## src/rtl/if_stage_if.sv

```systemverilog
// rtl/if_stage_if.sv - instruction-memory request/response bus between fetch and imem
interface if_stage_if;
  logic        imem_req;
  logic [31:0] imem_addr;
  logic        imem_ready;
  logic [31:0] imem_rdata;

  // Fetch stage drives the request side.
  modport master (
    output imem_req,
    output imem_addr,
    input  imem_ready,
    input  imem_rdata
  );

  // Instruction memory answers with a one-cycle ready strobe.
  modport slave (
    input  imem_req,
    input  imem_addr,
    output imem_ready,
    output imem_rdata
  );
endinterface

```

## src/rtl/if_stage.sv

```systemverilog
// rtl/if_stage.sv - instruction-fetch stage with one-entry skid buffer and redirect flush
module if_stage #(
  parameter logic [31:0] RESET_PC  = 32'h00000000,
  parameter logic [31:0] NOP_INSTR = 32'h00000000
) (
  input  logic        clk,
  input  logic        reset,
  input  logic        stall,
  input  logic        redirect,
  input  logic [31:0] redirect_pc,
  if_stage_if.master  imem,
  output logic [31:0] instr_out,
  output logic [31:0] pc_plus4_out,
  output logic        instr_valid
);

  typedef enum logic [1:0] {
    S_BOOT = 2'd0,
    S_REQ  = 2'd1,
    S_FULL = 2'd2,
    S_DROP = 2'd3
  } state_t;

  state_t      state, state_nxt;
  logic [31:0] pc, pc_nxt;
  logic [31:0] drop_addr, drop_addr_nxt;
  logic [31:0] buf_instr, buf_instr_nxt;
  logic [31:0] buf_pc4, buf_pc4_nxt;
  logic [31:0] instr_nxt, pc4_out_nxt;
  logic        valid_nxt;
  logic [31:0] pc_inc;
  logic        out_free;

  assign pc_inc   = pc + 32'd4;
  // A held instruction only blocks the output register while decode is stalled.
  assign out_free = !instr_valid || !stall;

  // While dropping, the in-flight request keeps its original address even though pc already holds the target.
  assign imem.imem_req  = (state == S_REQ) || (state == S_DROP);
  assign imem.imem_addr = (state == S_DROP) ? drop_addr : pc;

  // Next-state and datapath update; redirect outranks stall and any same-cycle response.
  always_comb begin
    state_nxt     = state;
    pc_nxt        = pc;
    drop_addr_nxt = drop_addr;
    buf_instr_nxt = buf_instr;
    buf_pc4_nxt   = buf_pc4;
    instr_nxt     = instr_out;
    pc4_out_nxt   = pc_plus4_out;
    valid_nxt     = instr_valid;

    case (state)
      S_BOOT: begin
        state_nxt = S_REQ;
        if (redirect) begin
          pc_nxt    = redirect_pc;
          instr_nxt = NOP_INSTR;
          valid_nxt = 1'b0;
        end
      end

      S_REQ: begin
        if (redirect) begin
          pc_nxt    = redirect_pc;
          instr_nxt = NOP_INSTR;
          valid_nxt = 1'b0;
          if (!imem.imem_ready) begin
            state_nxt     = S_DROP;
            drop_addr_nxt = pc;
          end
        end else if (imem.imem_ready) begin
          pc_nxt = pc_inc;
          if (out_free) begin
            instr_nxt   = imem.imem_rdata;
            pc4_out_nxt = pc_inc;
            valid_nxt   = 1'b1;
          end else begin
            buf_instr_nxt = imem.imem_rdata;
            buf_pc4_nxt   = pc_inc;
            state_nxt     = S_FULL;
          end
        end else if (!stall) begin
          instr_nxt = NOP_INSTR;
          valid_nxt = 1'b0;
        end
      end

      S_FULL: begin
        if (redirect) begin
          pc_nxt    = redirect_pc;
          instr_nxt = NOP_INSTR;
          valid_nxt = 1'b0;
          state_nxt = S_REQ;
        end else if (!stall) begin
          instr_nxt   = buf_instr;
          pc4_out_nxt = buf_pc4;
          valid_nxt   = 1'b1;
          state_nxt   = S_REQ;
        end
      end

      S_DROP: begin
        if (redirect) begin
          pc_nxt = redirect_pc;
        end
        // The abandoned request still owes one response; leave only once it has arrived.
        if (imem.imem_ready) begin
          state_nxt = S_REQ;
        end
      end

      default: begin
        state_nxt = S_BOOT;
      end
    endcase
  end

  // FSM state register.
  always_ff @(posedge clk or negedge reset) begin
    if (!reset) begin
      state <= S_BOOT;
    end else begin
      state <= state_nxt;
    end
  end

  // PC, skid buffer and decode-facing output register.
  always_ff @(posedge clk or negedge reset) begin
    if (!reset) begin
      pc           <= RESET_PC;
      drop_addr    <= 32'd0;
      buf_instr    <= NOP_INSTR;
      buf_pc4      <= 32'd0;
      instr_out    <= NOP_INSTR;
      pc_plus4_out <= 32'd0;
      instr_valid  <= 1'b0;
    end else begin
      pc           <= pc_nxt;
      drop_addr    <= drop_addr_nxt;
      buf_instr    <= buf_instr_nxt;
      buf_pc4      <= buf_pc4_nxt;
      instr_out    <= instr_nxt;
      pc_plus4_out <= pc4_out_nxt;
      instr_valid  <= valid_nxt;
    end
  end

endmodule
```

## src/flat_wrapper.sv

```systemverilog
// flat-port wrapper written by rule: the top's interface ports become plain ports
module if_stage_flat 
#(
  parameter logic [31:0] RESET_PC  = 32'h00000000,
  parameter logic [31:0] NOP_INSTR = 32'h00000000
)
  (clk, reset, stall, redirect, redirect_pc, instr_out, pc_plus4_out, instr_valid, imem_imem_req, imem_imem_addr, imem_imem_ready, imem_imem_rdata);
  if_stage_if imem_i ();
  input  logic clk;
  input  logic reset;
  input  logic stall;
  input  logic redirect;
  input  logic [31:0] redirect_pc;
  output logic [31:0] instr_out;
  output logic [31:0] pc_plus4_out;
  output logic instr_valid;
  output wire logic [$bits(imem_i.imem_req)-1:0] imem_imem_req;
  output wire logic [$bits(imem_i.imem_addr)-1:0] imem_imem_addr;
  input wire logic [$bits(imem_i.imem_ready)-1:0] imem_imem_ready;
  input wire logic [$bits(imem_i.imem_rdata)-1:0] imem_imem_rdata;
  assign imem_imem_req = imem_i.imem_req;
  assign imem_imem_addr = imem_i.imem_addr;
  assign imem_i.imem_ready = imem_imem_ready;
  assign imem_i.imem_rdata = imem_imem_rdata;
  if_stage #(.RESET_PC(RESET_PC), .NOP_INSTR(NOP_INSTR)) u_core (.clk(clk), .reset(reset), .stall(stall), .redirect(redirect), .redirect_pc(redirect_pc), .imem(imem_i), .instr_out(instr_out), .pc_plus4_out(pc_plus4_out), .instr_valid(instr_valid));
endmodule
```

## config.mk

```make
export PLATFORM = sky130hd
export DESIGN_NAME = if_stage_flat
export DESIGN_NICKNAME = d
export VERILOG_FILES = /design/src/rtl/if_stage_if.sv /design/src/rtl/if_stage.sv /design/src/flat_wrapper.sv
export SDC_FILE = /design/constraint.sdc
export NUM_CORES = 1
export LEC_CHECK = 0
export BUFFER_PORTS_ARGS = -buffer_cell sky130_fd_sc_hd__buf_2
export CORE_UTILIZATION = 57
export DETAILED_ROUTE_END_ITERATION = 8
export GPL_TIMING_DRIVEN = 1
export HOLD_SLACK_MARGIN = 0.1
export PLACE_DENSITY = 0.81
export SYNTH_ARGS = -nofsm -noshare
export SYNTH_HDL_FRONTEND = slang
export SYNTH_SLANG_ARGS = --single-unit
```

## constraint.sdc

```tcl
create_clock -name clk -period 2.5 [get_ports clk]
set_input_delay 0.125 -clock clk [delete_from_list [all_inputs] [get_ports clk]]
set_output_delay 0.125 -clock clk [all_outputs]
set_load 0.01 [all_outputs]
```

After elaboration in Yosys (flattened, before gate mapping)
Cells that the tools add are included.
W data, S select, Z words.
- add/sub/neg operators: 1
- equality and inequality tests: 17
- mux-type cells: 35
- bitwise gates (word level): 3
- reduce and logical (&&, ||, !) cells: 14
- operators with widths (cell ; count):
    $mux W32 ; 16
    $pmux W32 S2 ; 2
    $pmux W32 S3 ; 1
    $add A32 B3 Y32 const B ; 1
    $mux W2 ; 7
    $ne A2 B2 Y1 const B ; 6
    $ne A3 B3 Y1 const B ; 4
    $reduce_and A5 Y1 ; 2
    $pmux W2 S4 ; 1
    $mux W1 ; 7
    $reduce_and A6 Y1 ; 1
    $eq A2 B2 Y1 const B ; 2
    $ne A2 B1 Y1 const B ; 2
    $ne A4 B3 Y1 const B ; 1
    $ne A4 B4 Y1 const B ; 1
    $reduce_and A4 Y1 ; 1
    $not A1 Y1 ; 3
    $pmux W1 S3 ; 1
    $reduce_and A3 Y1 ; 1
    $reduce_bool A3 Y1 ; 1
    $reduce_or A3 Y1 ; 1
    $eq A2 B1 Y1 const B ; 1
    $logic_not A1 Y1 ; 2
    $logic_not A2 Y1 ; 1
    other kinds (3) ; 4
- flip-flop bits (word level): 195
- bits of input ports: 69
- output and inout port bits: 98
- word-level logic and storage cells: 78

Depth between registers and ports, before layout
- depth in word-level cells: 6
- mapped depth: 10
- gate-level depth less buffers: 7

Worst setup path after synthesis
No wires, ideal clock.
- path kind: register to register
- from: register u_core.state[1]
- to: register u_core.instr_out[29]
- setup time: 134 ps
- arrival time: 1866 ps
- required time: 2366 ps
- setup slack: 500 ps
- cell stages (with the launch flop): 10
- buffers on the path: 3
- period minus slack after synthesis: 2000 ps
- path through: dfrtp_1 inv_1 ha_1 clkbuf_2 and2b_1 nand4_1 o211a_1 buf_2 clkbuf_1 o21ai_0
- word-level cells in the longest chain between the ends: 3
- elaborated cells on any way between the ends: 10
- classes of those cells: eq/ne: 6; mux: 1; reduce/logical: 3
- RTL lines (item ; RTL line ; source):
    start, declared ; if_stage.sv:24 ; state_t state, state_nxt;
    start signal, assigned ; if_stage.sv:124 ; state <= state_nxt;
    $eq A2 B1 Y1 (tied with other cells) ; if_stage.sv:53 ; case (state)
    $ne A4 B3 Y1 (no line) (tied with other cells) ; n/a ;
    $reduce_and A5 Y1 (no line) ; n/a ;
    end signal, assigned ; if_stage.sv:143 ; instr_out <= instr_nxt;
    end, declared ; if_stage.sv:12 ; output logic [31:0] instr_out,
Several ways; a longest one is shown, not always the timed one.
A chain may end at the register's enable or synchronous reset.

Final worst setup path
- from: register u_core.state[0]
- to: register u_core.instr_out[18]
The elaborated chain is that of the path after synthesis.

==> results.ini <==
[layout]
antenna_cells=0
fill_cells=1182
nNetsFinal=1227
final_cell_area_sq_mm=0.0119
drive_gt1_share_pct=28.3
area_growth_pct=22.9
layout_commonest_cell=dfrtp_1
final_cell_mix=195 x dfrtp_1, 165 x buf_2, 121 x nand2_1

[setup_path]
cp.arrival_ns=2.67
critPathKind=reg2reg
worstPathRequired_ns=2.85
critical-path-slowest-cell=nor2b_2
critical_path.max_stage_delay_ns=0.52
cp_num_buf_inv=3
r2r-end=u_core.instr_out[18]
startpoint_type=register
ff2ff_setup_slack_ns=0.19
path_common_cell=buf_4
crit_path_max_fanout=22
worstPathCellList=inv_1 -> ha_2 -> buf_4 -> nor2b_2 -> buf_4 -> a22o_1 -> nand3_1 -> o21ai_0
setup.worst_path.end_class=register
worstRegToRegCells=8
timing.rr.start=u_core.state[0]
crit_family=buffers and inverters

[power]
ir_drop_v=0.000746
p_leak_uw=0.00541
cellPowerDensity_mw_per_mm2=1010

[clock_tree]
cts_buffers=17
ctsHtreeMaxLevel=4
ctsResizeCount=0
numClockSinks=195
clkTransAtPathRegs_ns=0.08
clock-root-buffer=clkbuf_16
cts_tree=yes
cts_max_path_buffers=2
clk_latency_ns=0.44

[placement]
routabilityCongestion=0.884
placed_area_sq_mm=0.0106
io_buffers=166
dpl.hpwl_um=15200

[route]
viasPerCell=5.73
drt_pass1_iterations=5
drc=0
wl_per_cell_um=17.5
drt_wl_total_um=24200
vias=7941
drtIter0Drc=698
antenna_left=0

[flow_run]
cap_violations=0

[timing]
fin_worst_skew_ns=0.00941
relSlewSlack_pct=62.8
finalSetupViolCount=0
grt_setup_unrepaired=no
fmax_ghz=0.432
fin_crit_ns=2.31
slew_violations=0
worst_pin_slew_ns=0.558
finalHoldViolCount=0
tns_ns=0
period_share_pct=92.5

[global_route]
track_usage_pct=28.9
grt_pass1_vias=7920
grt_antenna_before_repair=0
grt_pass1_wl_um=39900
grt_max_degree=68
gr-total-overflow=0

[min_path]
hold_path_end=u_core.pc_plus4_out[29]
hold_path.class=in2reg
hold_start=stall
whs_path_depth=4

[run_status]
outcome=complete, no violations

[synth]
yosysTopAreaCell=dfrtp_1
synth_top_area_share_pct=50.5
yosysSeqAreaShare_pct=50.5
syn_inst=965
synth-warning-count=0
synth_nets=1040
async_flop_share_pct=100
synth.ff_latch_count=195
ys.flop_type=dfrtp_1
ys_top_cells_by_area=dfrtp_1 51%, mux2_2 11%, o21ai_0 5.1%
syn_area_sq_mm=0.00966
synth-edff-count=0
synth.distinct_cells=44
syn_avg_cell_area_sq_um=10.0

[floorplanning]
fp.dieW_um=132
coreArea_sq_mm=0.0166
io_pins=167
die_area_sq_mm=0.0175
initial_core_util_pct=58.3
die_y_um=132
rows=47

-- layer usage --
| metal | global-route usage (%) | vias to the layer above | share of wire, % |
|---|---|---|---|
| li1 | - | 3719 | - |
| met1 | 37.2 | 3863 | 42 |
| met2 | 48.6 | 308 | 50 |
| met3 | 5.11 | 51 | 5.6 |
| met4 | 11.2 | 0 | 2.9 |
| met5 | 0 | - | 0 |
-- sequential cells by signal (all words and copies together) (netlist names) --
register             flops
u_core.buf_instr        32
u_core.buf_pc4          32
u_core.drop_addr        32
u_core.instr_out        32
u_core.pc               32
u_core.pc_plus4_out     32
u_core.state             2
u_core.instr_valid       1
-- how the worst max path moves through the flow --
stage / start / cells after the start / slack, ns / endpoint
global placement: u_core.state[0] / 8 / 0.39 / u_core.instr_out[3]
global route: u_core.state[1] / 7 / 0.07 / u_core.pc[27]
detailed placement: u_core.state[0] / 8 / 0.29 / u_core.instr_out[22]
CTS: u_core.state[1] / 4 / 0.20 / imem_imem_addr[31]
finish: u_core.state[0] / 8 / 0.19 / u_core.instr_out[18]
floorplan: u_core.state[1] / 9 / 0.50 / u_core.instr_out[29]
-- stage by stage --
stage                     setup slack, ns  instances  total power [uW]  util, %  hold slack (ns)
final                               0.187       1385             12000     71.6            0.140
after global routing               0.0714       1385             12700     71.6            0.167
after CTS                           0.205       1385             11900     71.6            0.128
after detailed placement            0.291       1287              9120     64.1            0.163
after global placement              0.392       1287              8950     64.1            0.167
after floorplan                     0.500        965              7610        -           -0.171
-- layout make-up --
| cell class | count | area, sq um | area share, % |
|---|---|---|---|
| multi-input cells | 633 | 4210 | 35.5 |
| inverters | 52 | 195 | 1.64 |
| clock inverters | 15 | 163 | 1.37 |
| well taps | 220 | 275 | 2.32 |
| flip-flops and latches | 195 | 4880 | 41.1 |
| repair buffers | 253 | 1720 | 14.5 |
| clock buffers | 17 | 425 | 3.58 |
-- synthesized netlist by cell type (4+ instances only) --
cell type / count
nor4_2: 4
and4_1: 8
o31a_1: 5
nor3_1: 28
nor4_1: 10
a22o_1: 32
nand4_1: 11
nor2_1: 23
o211ai_1: 4
xnor2_1: 34
clkbuf_1: 42
dfrtp_1: 195
inv_1: 52
nand3_1: 47
xor2_1: 13
buf_2: 34
mux2_2: 97
ha_1: 6
buf_1: 4
mux2i_1: 10
o21ai_1: 18
o31ai_1: 10
a31oi_1: 4
a21oi_1: 23
o21ai_0: 99
nand2_1: 121
-- where the power goes --
| part | total (uW) | internal, uW | switching (uW) |
|---|---|---|---|
| logic | 4400 | 1890 | 2510 |
| clock network | 2750 | 1420 | 1320 |
| registers | 4860 | 4180 | 677 |
-- timing repair --
item	in CTS	in global routing
setup buffers	0	0
hold endpoints to repair	159	0
hold buffers	66	0
-- kinds of logic (layout without fill, tap and decap cells) --
kind of cell	after synthesis	after routing	synth area share, %
fa+ha+maj	6	6	0.777
simple gates	268	268	13.4
flops	195	195	50.5
buf+inv	137	337	5.97
compound gates	205	205	12.8
mux	107	107	12.3
xor+xnor	47	47	4.26
-- worst reg2reg max path, delay by kind of cell (launching register included) --
family                     cells  cell delay, ns
buffers and inverters          3            0.69
adders and majority gates      1            0.22
AOI/OAI and AO/OA              2            0.28
DFF                            1            0.44
and+or+nand+nor                2            0.62
Power figures use the tool's default switching activity.
